### config.mk
export PLATFORM = sky130hd
export DESIGN_NAME = seven_seg_scan
export DESIGN_NICKNAME = d
export VERILOG_FILES = /design/src/rtl/seven_seg_scan.sv
export SDC_FILE = /design/constraint.sdc
export NUM_CORES = 1
export LEC_CHECK = 0
export ABC_AREA = 1
export CAP_MARGIN = 20
export CORE_ASPECT_RATIO = 0.75
export CORE_MARGIN = 8
export CORE_UTILIZATION = 50
export CTS_BUF_LIST = sky130_fd_sc_hd__clkbuf_2
export CTS_CLUSTER_DIAMETER = 30
export DETAILED_ROUTE_END_ITERATION = 10
export PLACE_DENSITY = 0.75
export SETUP_SLACK_MARGIN = 0.4
export SYNTH_ARGS = -nofsm -noshare
export SYNTH_HDL_FRONTEND = slang
export SYNTH_SLANG_ARGS = --single-unit
### constraint.sdc
create_clock -name clk -period 2.2 [get_ports clk]
set_input_delay 0.44 -clock clk [delete_from_list [all_inputs] [get_ports clk]]
set_output_delay 0.44 -clock clk [all_outputs]
set_load 0.01 [all_outputs]
### src/rtl/seven_seg_scan.sv
// Multiplexed N-digit seven-segment driver: prescaled digit scan, double-buffered
// display data, per-digit blanking, decimal points and leading-zero suppression.
module seven_seg_scan #(
  parameter int NUM_DIGITS = 4,
  parameter int CLK_DIV    = 50000,
  parameter int ACTIVE_LOW = 1
) (
  input  logic                          clk,
  input  logic                          reset,
  input  logic [4*NUM_DIGITS-1:0]       digits,
  input  logic [NUM_DIGITS-1:0]         dp_in,
  input  logic [NUM_DIGITS-1:0]         blank_in,
  input  logic                          lzs,
  input  logic                          load,
  output logic [6:0]                    seg,
  output logic                          dp,
  output logic [NUM_DIGITS-1:0]         an,
  output logic [$clog2(NUM_DIGITS)-1:0] digit_idx
);

  localparam int IDX_W = $clog2(NUM_DIGITS);
  localparam int PRE_W = $clog2(CLK_DIV);

  localparam logic [PRE_W-1:0]      PRE_LAST = PRE_W'(CLK_DIV - 1);
  localparam logic [IDX_W-1:0]      IDX_LAST = IDX_W'(NUM_DIGITS - 1);
  localparam logic [IDX_W-1:0]      IDX_ZERO = {IDX_W{1'b0}};
  // Inactive pin levels; XOR with these turns active-high intent into pin polarity.
  localparam logic [6:0]            SEG_OFF  = (ACTIVE_LOW != 0) ? 7'h7F : 7'h00;
  localparam logic                  DP_OFF   = (ACTIVE_LOW != 0) ? 1'b1 : 1'b0;
  localparam logic [NUM_DIGITS-1:0] AN_OFF   = (ACTIVE_LOW != 0) ? {NUM_DIGITS{1'b1}}
                                                                 : {NUM_DIGITS{1'b0}};

  logic [PRE_W-1:0]      presc_r;
  logic [IDX_W-1:0]      idx_r;
  logic [3:0]            shadow_dig_r [NUM_DIGITS];
  logic [NUM_DIGITS-1:0] shadow_dp_r;
  logic [NUM_DIGITS-1:0] shadow_blank_r;

  logic                  tick_s;
  logic                  zero_run_s;
  logic [NUM_DIGITS-1:0] lead_zero_s;
  logic                  suppress_s;
  logic [3:0]            cur_nib_s;
  logic [6:0]            seg_on_s;
  logic                  dp_on_s;
  logic [NUM_DIGITS-1:0] an_on_s;

  function automatic logic [6:0] hex_to_seg(input logic [3:0] nib);
    logic [6:0] s;
    case (nib)
      4'h0:    s = 7'b0111111;
      4'h1:    s = 7'b0000110;
      4'h2:    s = 7'b1011011;
      4'h3:    s = 7'b1001111;
      4'h4:    s = 7'b1100110;
      4'h5:    s = 7'b1101101;
      4'h6:    s = 7'b1111101;
      4'h7:    s = 7'b0000111;
      4'h8:    s = 7'b1111111;
      4'h9:    s = 7'b1101111;
      4'hA:    s = 7'b1110111;
      4'hB:    s = 7'b1111100;
      4'hC:    s = 7'b0111001;
      4'hD:    s = 7'b1011110;
      4'hE:    s = 7'b1111001;
      4'hF:    s = 7'b1110001;
      default: s = 7'b0000000;
    endcase
    return s;
  endfunction

  assign tick_s = (presc_r == PRE_LAST);

  // Prescaler and scan index; the index moves on when the prescaler wraps.
  always_ff @(posedge clk) begin
    if (reset) begin
      presc_r <= {PRE_W{1'b0}};
      idx_r   <= IDX_ZERO;
    end else if (tick_s) begin
      presc_r <= {PRE_W{1'b0}};
      idx_r   <= (idx_r == IDX_LAST) ? IDX_ZERO : idx_r + IDX_W'(1);
    end else begin
      presc_r <= presc_r + PRE_W'(1);
      idx_r   <= idx_r;
    end
  end

  // Shadow registers: the scan only ever reads these, so a frame never tears.
  always_ff @(posedge clk) begin
    if (reset) begin
      for (int i = 0; i < NUM_DIGITS; i++) begin
        shadow_dig_r[i] <= 4'h0;
      end
      shadow_dp_r    <= {NUM_DIGITS{1'b0}};
      shadow_blank_r <= {NUM_DIGITS{1'b1}};
    end else if (load) begin
      for (int i = 0; i < NUM_DIGITS; i++) begin
        shadow_dig_r[i] <= digits[4*i +: 4];
      end
      shadow_dp_r    <= dp_in;
      shadow_blank_r <= blank_in;
    end else begin
      shadow_dp_r    <= shadow_dp_r;
      shadow_blank_r <= shadow_blank_r;
    end
  end

  // lead_zero_s[i]: digit i and every digit above it are zero.
  always_comb begin
    zero_run_s  = 1'b1;
    lead_zero_s = {NUM_DIGITS{1'b0}};
    for (int i = NUM_DIGITS - 1; i >= 0; i--) begin
      zero_run_s     = zero_run_s && (shadow_dig_r[i] == 4'h0);
      lead_zero_s[i] = zero_run_s;
    end
  end

  // Active-high pin intent for the currently scanned digit.
  always_comb begin
    cur_nib_s  = shadow_dig_r[idx_r];
    suppress_s = lzs && (idx_r != IDX_ZERO) && lead_zero_s[idx_r];
    seg_on_s   = 7'h00;
    dp_on_s    = 1'b0;
    an_on_s    = {NUM_DIGITS{1'b0}};
    if (shadow_blank_r[idx_r]) begin
      an_on_s  = {NUM_DIGITS{1'b0}};
    end else begin
      an_on_s[idx_r] = 1'b1;
      dp_on_s        = shadow_dp_r[idx_r];
      if (suppress_s) begin
        seg_on_s = 7'h00;
      end else begin
        seg_on_s = hex_to_seg(cur_nib_s);
      end
    end
  end

  // Output register: an and seg switch together on one edge, so no ghosting.
  always_ff @(posedge clk) begin
    if (reset) begin
      seg       <= SEG_OFF;
      dp        <= DP_OFF;
      an        <= AN_OFF;
      digit_idx <= IDX_ZERO;
    end else begin
      seg       <= seg_on_s ^ SEG_OFF;
      dp        <= dp_on_s ^ DP_OFF;
      an        <= an_on_s ^ AN_OFF;
      digit_idx <= idx_r;
    end
  end

endmodule
-- Yosys cells after proc, flatten, opt, wreduce, memory -nomap -nowiden
Memory sizes are Yosys's and may differ from the RTL's. A register that Yosys moved wholly into a read port is not among the register bits.
Index checks and enable logic that the tools add are counted.
- flip-flop bits (word level): 40
- memory bits (writable): 16
- memory bits (read-only): 112
- output and inout port bits: 14
- memories kept: 2
- memories (memory ; words ; bits a word ; rd ports ; clocked after memory_dff ; write ports ; line ; source):
    (no name shown) ; 16 ; 7 ; 1 ; 0 ; 0 ; 50 ; case (nib)
    shadow_dig_r ; 4 ; 4 ; 5 ; 1 ; 4 ; 35 ; logic [3:0] shadow_dig_r [NUM_DIGITS];
- add/sub/neg operators: 2
- $lt $le $gt $ge: 2
- equal/unequal tests: 2
- mux-type cells: 24
- bitwise gates (word level): 7
- reductions and logical operators: 12
- operators with widths (cell ; count):
    $mux 4 ; 5
    $add 16x1->16 const B ; 1
    $eq 16x16->1 const B ; 1
    $logic_not 4->1 ; 4
    $mux 7 ; 2
    $mux 1 ; 10
    $not 7->7 ; 1
    $bmux 1 s2 ; 3
    $logic_and 1x1->1 ; 6
    $mux 2 ; 3
    $not 4->4 ; 1
    $or 1x1->1 ; 4
    $lt 2x3->1 const B ; 1
    $add 2x1->2 const B ; 1
    $demux 1 s2 ; 1
    $eq 2x2->1 const B ; 1
    $ge 2x1->1 const B ; 1
    $reduce_bool 2->1 ; 1
    $reduce_or 2->1 ; 1
    $not 1->1 ; 1

-- Logic depth before layout (Yosys ltp)
Gate-level depths: netlist (run 1).
- word-level depth: 10
- mapped depth: 12

-- Worst setup path before layout (run 1)
No wires, ideal clock.
- path kind: flip-flop to flip-flop
- from: reg with a tool-made name
- to: reg seg[3]
- arrival time: 1306 ps
- data required time: 2072 ps
- path slack: 766 ps
- cell stages (with the launch flop): 12
- path buffers: 1
- clock period less this slack: 1434 ps
- path through: dfxtp_1 > buf_4 > inv_4 > nand2_1 > nand3_1 > nand2_1 > inv_1 > ha_1 > nand3_1 > nand2_1 > nand2_1 > nand3_1
- RTL lines (what ; line ; source):
    end signal, assigned ; 146 ; seg <= seg_on_s ^ SEG_OFF;
    end, declared ; 15 ; output logic [6:0] seg,

-- Worst setup path after layout (run 1)
- from: reg idx_r[0]
- to: reg seg[3]
- longest elaborated chain between the ends: 6
- elaborated cells on any way between the ends: 10
- classes of those cells: 6 x mux; 1 x bitwise; 3 x reduce/logical
- RTL lines (what ; line ; source):
    start, declared ; 34 ; logic [IDX_W-1:0] idx_r;
    start signal, assigned ; 81 ; idx_r <= (idx_r == IDX_LAST) ? IDX_ZERO : idx_r + IDX_W'(1);
    start signal, assigned ; 84 ; idx_r <= idx_r;
    $bmux 1 s2 / $reduce_bool 2->1 (equally long branches) ; 121 ; suppress_s = lzs && (idx_r != IDX_ZERO) && lead_zero_s[idx_r];
    $mux 1 (not written as such) / $logic_and 1x1->1 (equally long branches) ; 121 ;
    $logic_and 1x1->1 ; 121 ;
    $mux 7 ; 130 ; if (suppress_s) begin
    $mux 7 * ; 125 ; if (shadow_blank_r[idx_r]) begin
    $not 7->7 (no line) * ; n/a ;
Mark *: on every way between the ends. The rest lies on a longest branch, timed or not. The select of a mux whose other input is x is not followed.
A chain may end at the register's enable or synchronous reset.

==> metrics.txt, run 1 <==
total power=2.275 mW; initial DRC count=141; clock root buffer=clkbuf_2; Peak VDD IR=0.0003667 V; Most Used Layer, Global Route=met2; # diodes=0; layout cells sized above 1=13.33%; Final period util=76.02%; status=completed; Post-route DRC=0; CTS Hold Bufs=0; Hold Violations, Final=0; Num CTS Buffers=9; register area share after synthesis=47.02%; Synth async-reset ratio=0%; # rows=23; Final Max Tran Viols=0; Crit path max-delay family=flip-flops; LEAKAGE=1.451 nW; vias in the first global route=2269; Post-synth EDFFs=16; Critical Path Sink Type=register; Max Freq=597.9 MHz; global-route wire length before repair=just over 10 mm; Die Width=102.6 µm; # setup viols final=0; Final Skew=0.01656 ns; antenna-violating nets left=0; Largest stage delay, worst path=0.59 ns; Detailed Routing Iterations Pass 1=5; Yosys top cell area share=29.92%; critical path type=reg -> reg; drt via density=approximately 4.9; met2 Usage GRT=22.38%; most common cell in the netlist=nand2_1; CTS tree=built; gr usage total=15.88%; initial antenna violation count=0; H-tree depth=3; Max FO, Critical Path=10; NumNets Final=439; placer congestion estimate=0.8693; Routed WL per cell=12.30 µm; final setup TNS=0 ns; FF+latch area=1325 µm²; Synthesis Warnings=0; Startpoint Class=register; max-cap violations=0; core region area=5381 µm²; largest net degree at the start of global routing=22; Syn Inst Count=351; worst hold-check path type=reg -> reg; buffer count from post-CTS setup fixing=0; multi-input combinational cell area=1239 µm²; buffer and inverter count on the worst path=1; grt met1 use=21.56%; Area Overhead vs Synth=22.31%; filler cell count=491; required time of the critical path=2.61 ns; Post-DP HPWL=4.463 mm; actual slew at the worst max-slew pin=0.7094 ns; synth top area cells=dfxtp_1 30%, edfxtp_1 17%, nand2_1 11%; worst reg-to-reg setup slack=0.53 ns; FF+latch count, synth=58; Slew HR=52.65%; Post-synth top cells=81 x nand2_1, 48 x inv_1, 42 x dfxtp_1, 41 x nor2_1, 35 x nand3_1; CTS max path bufs=2; die area=8300 µm²; Overflow after GRT=0; worst skew pair latency=approximately 0.47 ns; unique cell type count in the Yosys netlist=34; Vias=about 2300; Util after Layout=a little under two thirds; post-place setup slack=0.1993 ns; cell taking the most area after synthesis=dfxtp_1; placed instance count=464; predominant post-synthesis flop cell=dfxtp_1; Final Critical Period=1.672 ns; RSZ-0062 raised after global routing=false; met3 Usage GRT=approximately 6.6%; CP cell instances=inv_2 > ha_1 > nor2_1 > nand3_1 > nor2_1 > a21oi_4 > nand3_1; synthesized cell area=2810 µm²; Synth Area per Inst=8.006 µm²; PwrDens=662.0 nW/µm²; DIE HEIGHT=a little over 80 µm; CP max stage cell=dfxtp_1; # port buffers=41; clock sinks=58; worst endpoint data arrival time=approximately 2.1 ns; post-route non-filler standard cell count=480; Initial Util=between 50% and 60%; Syn Nets=390; I/O pin cnt=42; final WL=5.905 mm; post-route setup slack=0.5275 ns; Clk pin slew, worst setup/hold paths=0.18 ns
==> cell families (layout without fill, tap and decap cells) <==
family | count (synthesis) | after routing | synth area share [%]
DFF | 58 | 58 | 47.02
xor gates and xnor gates | 3 | 3 | 0.9352
and+or+nand+nor | 192 | 192 | 31.66
buffers and inverters | 61 | 115 | 8.994
AOI/OAI and AO/OA | 26 | 26 | 6.501
adders and majority gates | 11 | 11 | 4.898
==> layout by cell type, fill, tap and decap left out, types with 2 or more instances in the layout <==
master / n
a21oi_1: 8
inv_2: 8
nor2_2: 6
nand4_1: 5
ha_1: 11
edfxtp_1: 16
nor3_1: 7
clkinv_2: 2
nor3_2: 2
o21ai_0: 6
clkdlybuf4s50_1: 27
nand2_2: 5
nand3_1: 35
nand3_2: 2
a21oi_2: 5
o22a_1: 4
dlygate4sd2_1: 14
nor2_1: 41
clkinv_4: 2
clkbuf_2: 9
xor2_1: 2
inv_1: 48
nor2_4: 3
a22o_1: 2
bufinv_16: 3
nand2_1: 80
dfxtp_1: 41
==> worst reg2reg max path, stage by stage (launching register included) <==
cell and delay, ns:
dfxtp_1 0.59, inv_2 0.17, ha_1 0.25, nor2_1 0.10, nand3_1 0.08, nor2_1 0.22
a21oi_4 0.13, nand3_1 0.08
==> power breakdown <==
| part | total, mW | leakage, nW | internal (mW) | switching (mW) |
|---|---|---|---|---|
| sequential | 1.17 | 0.515 | 1.14 | 0.0237 |
| clock | 0.900 | 0.0958 | 0.491 | 0.410 |
| combinational | 0.210 | 0.841 | 0.0977 | 0.112 |
| total | 2.28 | 1.45 | 1.73 | 0.545 |
==> cell type report <==
| type | count | share of cell area [%] |
|---|---|---|
| clock inverter | 7 | 3.422 |
| sequential | 58 | 38.55 |
| inverter | 57 | 6.298 |
| clock buffer | 9 | 1.311 |
| tap | 75 | 2.730 |
| timing repair buffer | 42 | 11.65 |
| multi-input combinational | 232 | 36.04 |
==> state kept, by name (all words and copies together) (netlist names), named ones only <==
name / flops
seg: 7
an: 4
shadow_blank_r: 4
shadow_dig_r: 16
idx_r: 2
dp: 1
shadow_dp_r: 4
digit_idx: 2
presc_r: 16
==> layer usage <==
| metal | vias up | share of wire (%) |
|---|---|---|
| li1 | 1218 | - |
| met1 | 1022 | 49 |
| met2 | 90 | 40 |
| met3 | 7 | 9.4 |
| met4 | 0 | 0.98 |
| met5 | - | 0 |
==> through the flow <==
step	hold WS [ns]	instance area (µm²)
after floorplan	0.4265	2810
after global placement	0.4396	3286
after detailed placement	0.4602	3286
after CTS	0.4572	3431
after global routing	0.4715	3437
final	0.4821	3437
==> worst paths after layout <==
path / depth (start not counted) / end / start
hold reg to reg: 2 / shadow_dp_r[3]$_SDFFE_PP0P_ / shadow_dp_r[3]$_SDFFE_PP0P_
setup / recovery: 7 / seg[3]$_SDFF_PP1_ / idx_r[0]$_SDFFE_PP0N_
hold / removal: 2 / shadow_dp_r[3]$_SDFFE_PP0P_ / shadow_dp_r[3]$_SDFFE_PP0P_
setup reg to reg: 7 / seg[3]$_SDFF_PP1_ / idx_r[0]$_SDFFE_PP0N_
==> timing repair <==
action / in CTS / in global routing
hold endpoints to repair: 0 / 0
cloned: 0 / 0
gates resized for setup: 14 / 3
setup endpoints to repair: 14 / 6
(Power assumes the default switching activity.)
==> run 2: changes to the inputs <==
- clock period: 2.2 -> 1.56 ns (I/O delays scaled with it)
==> run 2 against run 1 <==
Against the previous run: critical path depth is 2 higher; sequential share of layout area is 5.3 points lower; combinational power is 110% higher; wire length is 18% higher; sequential power is 41% higher; die area stayed put; utilization is 12 points higher; final area is 18% higher; critical path type unchanged.
==> metrics.txt, run 2 (synthesis results as in run 1) <==
Num CTS Buffers=9; CTS Hold Bufs=0; Routed WL per cell=13.63 µm; post-route non-filler standard cell count=509; hold path startpoint=dp_in[3]; Max Freq=705.7 MHz; Placement Cell Area=3525 µm²; drt via density=4.982; critical path type=reg -> reg; NumNets Final=468; worst skew pair latency=around 0.48 ns; Slew HR=between 70% and 80%; max-cap violations=0; CP max stage cell=dfxtp_4; Post-DP HPWL=4.435 mm; gr usage total=17.29%; initial DRC count=136; die area=8300 µm²; Util after Layout=75.40%; most frequent cells in the layout=64 x nand2_1, 42 x inv_1, 38 x nor2_1, 28 x dfxtp_1, 27 x clkdlybuf4s50_1; largest net degree at the start of global routing=21; Max FO, Critical Path=7; antenna-violating nets left=0; core region area=5381 µm²; placed instance count=471; biggest regs=presc_r x16, shadow_dig_r x16, seg x7; total power=approximately 3 mW; required time of the critical path=1.95 ns; I/O pin cnt=42; Startpoint Class=register; CP cell instances=inv_6 > nand2_2 > nand3_2 > nand2_4 > inv_4 > ha_4 > buf_4 > nand3_2 > nand3_1; status=completed; H-tree depth=3; Clk pin slew, worst setup/hold paths=0.20 ns; Hold Violations, Final=0; Area Overhead vs Synth=44.39%; worst reg-to-reg setup slack=0.14 ns; Peak VDD IR=between 0.0006 and 0.0007 V; # port buffers=41; actual slew at the worst max-slew pin=between 0.3 and 0.4 ns; layout cells sized above 1=37.56%; Final Critical Period=1.417 ns; FF-to-FF path depth=9; multi-input combinational cell area=~1700 µm²; placer congestion estimate=0.8384; Worst Hold Endpoint=shadow_dp_r[3]$_SDFFE_PP0P_; vias in the first global route=about 2400; Initial Util=52.22%; Detailed Routing Iterations Pass 1=5; global-route wire length before repair=11.14 mm; Final Max Tran Viols=0; final setup TNS=0 ns; filler cell count=376; Hold Path Stages=3; Final period util=90.83%; Post-route DRC=0; Largest stage delay, worst path=0.45 ns; commonest non-fill, non-tap cell in the layout=nand2_1; Overflow after GRT=0; # rows=23; CTS tree=built; # setup viols final=0; initial antenna violation count=0; Vias=roughly 2500; DIE HEIGHT=80.93 µm; CTS max path bufs=2; final WL=approximately 6.9 mm; LEAKAGE=between 1.5 and 2 nW; clock root buffer=clkbuf_2; worst hold-check path type=in -> reg; most used cell, CP=nand3_2; r2r endpoint=seg[4]$_SDFF_PP1_; clock sinks=between 50 and 60; PwrDens=748.1 nW/µm²; post-route cell area=a little over 4000 µm²; RSZ-0062 raised after global routing=true; Die Width=roughly 100 µm; Final Skew=0.03815 ns; FF+latch area=1349 µm²; worst endpoint data arrival time=~1.8 ns; # diodes=0; Critical Path Sink Type=register
[run 2: worst max path at each step]
| stage | endpoint | start | slack [ns] | depth (start not counted) |
|---|---|---|---|---|
| after floorplan | presc_r[10]$_SDFF_PP0_ | presc_r[0]$_SDFF_PP0_ | 0.19 | 9 |
| after global placement | seg[5]$_SDFF_PP1_ | reset | -0.04 | 7 |
| after detailed placement | seg[0]$_SDFF_PP1_ | reset | -0.07 | 7 |
| after CTS | seg[3]$_SDFF_PP1_ | shadow_dig_r[0][1]$_SDFFCE_PN0P_ | 0.16 | 9 |
| after global routing | seg[3]$_SDFF_PP1_ | register | 0.05 | 9 |
| final | seg[4]$_SDFF_PP1_ | register | 0.14 | 9 |
[run 2: cell type report]
cell class / count / area share [%]
flip-flops and latches: 58 / 33.24
clock buffers: 9 / 1.110
multi-input cells: 234 / 40.89
repair buffers: 69 / 14.83
inverters: 57 / 5.890
clock inverters: 7 / 1.727
well taps: 75 / 2.313
[run 2: where the power goes]
part / switching [mW] / internal (mW) / leakage (nW)
Combinational: 0.225 / 0.214 / 1.06
Sequential: 0.0385 / 1.61 / 0.519
Clock: 0.589 / 0.362 / 0.0616
[run 2: what timing repair did]
| item | CTS | global route |
|---|---|---|
| setup endpoints to repair | 46 | 41 |
| pin swaps | 19 | 12 |
| gates resized for setup | 94 | 41 |
| buffers inserted | 14 | 6 |
| gates cloned | 2 | 0 |
[run 2: worst max-delay path: cells and delay by family (launching register included)]
kind	cells	cell delay (ns)
DFF	1	0.45
and+or+nand+nor	5	0.43
buffers and inverters	3	0.26
adders and majority gates	1	0.18
[run 2: metrics by stage]
| stage | hold WS (ns) | setup slack [ns] |
|---|---|---|
| 2_1_floorplan | 0.3844 | 0.1920 |
| 3_3_place_gp | 0.4294 | -0.04466 |
| 3_5_place_dp | 0.4358 | -0.06913 |
| 4_1_cts | 0.2987 | 0.1627 |
| 5_1_grt | 0.3251 | 0.05320 |
| 6_report | 0.3588 | 0.1430 |
[run 2: per-layer routing]
layer  global-route usage (%)  part of all wire, %  vias up
met4                    4.818                  1.6        0
met3                    7.857                  7.4       13
li1                         -                    -     1284
met1                    20.56                   42     1146
met5                        0                    0        -
met2                    27.68                   49       93
==> run 3: changes to the inputs <==
- CAP_MARGIN: 20 -> default
- CORE_UTILIZATION: 50 -> 25
- PLACE_DENSITY: 0.75 -> default
- clock period: 1.56 -> 1.4 ns (I/O delays scaled with it)
==> run 3 against run 2 <==
Against the previous run: the run now ends with negative setup slack left; largest cell class unchanged; critical path depth rose by 1; wire length rose by 4.0%; largest power group unchanged; fmax rose by 0.50%; sequential power rose by 12%; total power rose by 14%; clock power rose by 21%; final area rose by 3.3%.
==> metrics.txt, run 3 (synthesis results as in run 1) <==
max-cap violations=0; Routed WL per cell=12.49 µm; CTS Hold Bufs=0; biggest regs=presc_r x16, shadow_dig_r x16, seg x7; post-route setup slack=-0.009931 ns; Net Switching=roughly 1.0 mW; Final period util=100.7%; Final Skew=a little under 0.02 ns; # rows=33; CTS max path bufs=2; status=complete, but fails checks; filler cell count=1094; worst endpoint data arrival time=1.81 ns; critical path type=reg -> reg; Switching Fraction=29.35%; initial antenna violation count=0; initial DRC count=between 100 and 150; # diodes=0; H-tree depth=3; FF-to-FF path depth=10; post-place setup slack=-0.2407 ns; Final Max Tran Viols=0; layout cells sized above 1=39.50%; vias in the first global route=between 2000 and 3000; worst reg-to-reg setup slack=-0.01 ns; Peak VDD IR=0.0004444 V; Reg power frac=53.0%; Int Pwr=2.445 mW; placer congestion estimate=0.8510; clock sinks=between 50 and 60; Overflow after GRT=0; global-route wire length before repair=12.43 mm; Clock Power Share=around 33%; Post-route DRC=0; Num CTS Buffers=9; Hold Violations, Final=0; Initial Util=between 20% and 30%; placed instance count=550; CTS tree=built; Startpoint Class=register; LEAKAGE=1.692 nW; worst skew pair latency=0.52 ns; Clk pin slew, worst setup/hold paths=0.19 ns; Hold Path Stages=2; post-route non-filler standard cell count=578; actual slew at the worst max-slew pin=around 0.32 ns; Vias=2485; # setup viols final=1; r2r endpoint=seg[6]$_SDFF_PP1_; most frequent cells in the layout=62 x nand2_1, 43 x inv_1, 36 x nor2_1, 26 x dfxtp_1, 26 x clkdlybuf4s50_1; die area=14930 µm²; Slew HR=between 70% and 80%; gr usage total=10.08%; Post-DP HPWL=~5.2 mm; Logic pwr share=approximately 14%; clock root buffer=clkbuf_2; NumNets Final=472; I/O pin cnt=42; required time of the critical path=1.80 ns; final WL=7.219 mm; PwrDens=826.0 nW/µm²; commonest non-fill, non-tap cell in the layout=nand2_1; # port buffers=41; drt via density=4.299; Final Critical Period=roughly 1.4 ns; Die Width=138.4 µm; Max FO, Critical Path=8; Detailed Routing Iterations Pass 1=4; worst hold-check path type=in -> reg; Max Freq=between 700 and 800 MHz; DIE HEIGHT=107.8 µm; Worst Hold Endpoint=digit_idx[0]$_SDFF_PP0_; violated checks=negative setup slack; Critical Path Sink Type=register; Area Overhead vs Synth=49.11%; core region area=10940 µm²; RSZ-0062 raised after global routing=true; largest net degree at the start of global routing=22; antenna-violating nets left=0; hold path startpoint=reset
[run 3: cell types whose count changed in the layout (fill, tap and decap cells not counted), sizes merged]
cell	delta
buf	+5
clkdlybuf4s50	-1
clkinv	-1
dlymetal6s2s	+1
inv	+1
nand2	-1
[run 3: metrics by stage]
step	setup TNS, ns	util (%)	cell area (µm²)	hold slack [ns]	total power, mW
6_report	-0.009931	38.30	4190	0.03394	3.461
5_1_grt	-0.5658	38.30	4190	0.002963	3.635
3_3_place_gp	-6.844	33.80	3699	0.4437	2.283
4_1_cts	-0.0001270	36.43	3986	0.2783	3.447
3_5_place_dp	-8.624	33.80	3699	0.4524	2.292
2_1_floorplan	0	-	2977	0.3524	2.105
[run 3: worst max-delay path by stage]
stage / startpoint / to / depth (start not counted)
global route: shadow_dig_r[1][1]$_SDFFCE_PN0P_ / seg[6]$_SDFF_PP1_ / 9
global placement: reset / seg[5]$_SDFF_PP1_ / 7
CTS: register / seg[6]$_SDFF_PP1_ / 10
floorplan: presc_r[0]$_SDFF_PP0_ / presc_r[10]$_SDFF_PP0_ / 9
detailed placement: reset / seg[3]$_SDFF_PP1_ / 7
finish: register / seg[6]$_SDFF_PP1_ / 10
[run 3: power groups by stage]
stage	Combinational [mW]	Sequential, mW	Clock [mW]
6_report	0.471	1.84	1.15
5_1_grt	0.524	1.85	1.26
4_1_cts	0.441	1.84	1.17
3_5_place_dp	0.418	1.87	0
3_3_place_gp	0.409	1.87	0
2_1_floorplan	0.238	1.87	0
[run 3: repair_timing]
action	in CTS	in global routing
setup endpoints to repair	62	55
gates resized for setup	100	47
gates cloned	1	0
buffers inserted	6	5
pin swaps	23	19
[run 3: routing by layer]
layer  global-route usage (%)  vias to the layer above  part of all wire [%]
met5                        0                        -                     0
met4                    4.176                        0                   1.5
met3                    3.131                        9                   5.0
met2                    14.42                       49                    42
met1                    13.67                     1139                    52
li1                         -                     1288                     -
[run 3: layout make-up]
class | instances | area [µm²] | share of cell area [%]
Sequential cell | 58 | 1346 | 32.13
Multi-Input combinational cell | 233 | 1619 | 38.64
Inverter | 57 | 239.0 | 5.703
Clock inverter | 7 | 78.83 | 1.881
Clock buffer | 9 | 45.04 | 1.075
Timing Repair Buffer | 74 | 686.9 | 16.39
Tap cell | 140 | 175.2 | 4.180
[run 3: worst max-delay path, stage by stage (launching register included)]
cell and delay (ns):
dfxtp_4 0.44, inv_6 0.06, nand2_2 0.06, nand3_2 0.10, nand2_4 0.16, inv_6 0.06
ha_4 0.17, nand3_4 0.06, nand2_1 0.05, nand2_1 0.07, nand3_1 0.07
==> variant (config.mk and constraints of run 2) <==
The parameter `NUM_DIGITS` goes from 4 to 8.
--- a/src/rtl/seven_seg_scan.sv
+++ b/src/rtl/seven_seg_scan.sv
@@ -3,3 +3,3 @@
 module seven_seg_scan #(
-  parameter int NUM_DIGITS = 4,
+  parameter int NUM_DIGITS = 8,
   parameter int CLK_DIV    = 50000,
Interface: changed (5 resized); port bits go from 42 to 71. The function was not compared with the original's and may differ.
==> variant against run 2 <==
  * The flow now finishes with violations (negative setup slack)
  * Final area rose by 57%
  * Wire length increased by 82%
  * Synthesized cell count up 55%
  * Sequential cell count up 31
  * Area after synthesis increased by 55%
  * Clock skew is essentially flat
  * Setup slack worse by 0.36 ns
  * Total power rose by 48%
  * Die area rose by 45%
  * Critical path depth is 5 higher
  * Final cell count rose by 53%
  * Largest power group unchanged
  * Highest routed layer unchanged
==> variant: results (changes against run 2) <==
- total nets after synthesis: 606, +55%
- clock buffer and inverter area fraction after layout: 0.0175, -0.0108
- detailed placement HPWL: 7.83 mm, +77%
- top cells by count, synth: 129 x nand2_1, 84 x inv_1, 75 x nor2_1, 57 x dfxtp_1, 35 x nand3_1
- worst slack at placement: -0.157 ns, -0.0883 ns
- met3 WL: 982 um, +90%
- non-clock buffer share of cell area: 0.190, +0.0416
- routing usage on met3: 0.0557, -0.0228
- result of the run: finished with violations
- bufs w/o clock: 124, +80%
- multi-input combinational gate total: 352, +50%
- worst path arrival time: 2.25 ns, +0.44 ns
- routability congestion estimate: 0.872, +4.0%
- smallest setup slack after layout: -0.213 ns, -0.356 ns
- fraction of standard cell area in multi-input logic: 0.371, -0.0380
- final instance area: 6360 um^2, +57%
- Final Setup Violations: 7, +7
- gate count of the mapped netlist: 544, +55%
- Fillers: 594, +58%
- M1 GR Usage: 0.226, +0.0204
- Yosys cell types: 42, +24%
- global-route met2 utilization: 0.314, +0.0368
- failing checks: negative setup slack
- Worst-Margin Slew: 0.435 ns, +0.0783 ns
- combinational cell fraction of total power: 0.162, +0.017
- largest cells by area after synthesis: dfxtp_1 26%, edfxtp_1 22%, nand2_1 11%, inv_1 7.2%, nor2_1 6.5%
- non-clock inverter count: 92, +61%
- fraction of power consumed by sequential logic: 0.574, +0.032
- cell family contributing the most delay on the critical path: simple AND/OR/NAND/NOR gates
- Clk pin slew, worst setup/hold paths: 0.25 ns, +0.05 ns
- Top Registers: shadow_dig_r: 32 flops, presc_r: 16 flops
- CLK BUF: 11, +2
- source-to-sink clock delay at the later pin of the worst-skew pair: 0.60 ns, +0.12 ns
- Cells after DPL: 740, +57%
- Final Total Pwr: 0.00449 W, +48%
- sequential element share of the synthesized area: 0.482, +0.0118
- met2 WL post-DR: 6.25 mm, +86%
- sum of routed wire segments on met1: 5.00 mm, +70%
- vias per cell: 5.26, +5.6%
- aggregate global-route resource usage: 0.187, +0.0143
- Setup TNS: -1.13 ns, -1.13 ns
- global-route wire length before repair: 18.1 mm, +62%
- drt total wl: 12.6 mm, +82%
- peak supply drop: 494 uV, -21%
- Sequential Area: 2150 um^2, +60%
- length of the first detailed-routing pass in iterations: 7, +2
- count of flip-flops with a built-in enable after synthesis: 32, +16
- leakage power summed over all cells: 2.78 nW, +70%
-- variant: kinds of logic (layout without fill, tap and decap cells) --
logic type | after synthesis | count (layout) | share of synthesized area
simple gates | 293 | 294 | 0.313
buf+inv | 104 | 232 | 0.105
flops | 89 | 89 | 0.482
compound gates | 44 | 44 | 0.0637
fa+ha+maj | 10 | 10 | 0.0287
xor+xnor | 4 | 4 | 0.00803
-- variant: worst paths after layout --
check / endpoint / slack (ns) / cells past startpoint
worst max-delay path: seg[0]$_SDFF_PP1_ / -0.21 / 14
worst min-delay path: shadow_dp_r[0]$_SDFFE_PP0P_ / 0.27 / 3
worst max register to register: seg[0]$_SDFF_PP1_ / -0.21 / 14
worst min register to register: shadow_blank_r[5]$_SDFFE_PP1P_ / 0.47 / 2
-- variant: repair_timing --
action	in CTS	in global routing
pin swaps	23	35
endpoints found under the setup margin	57	57
cloned	3	3
resized for setup	144	88
hold buffers	0	0
buffers inserted	10	9
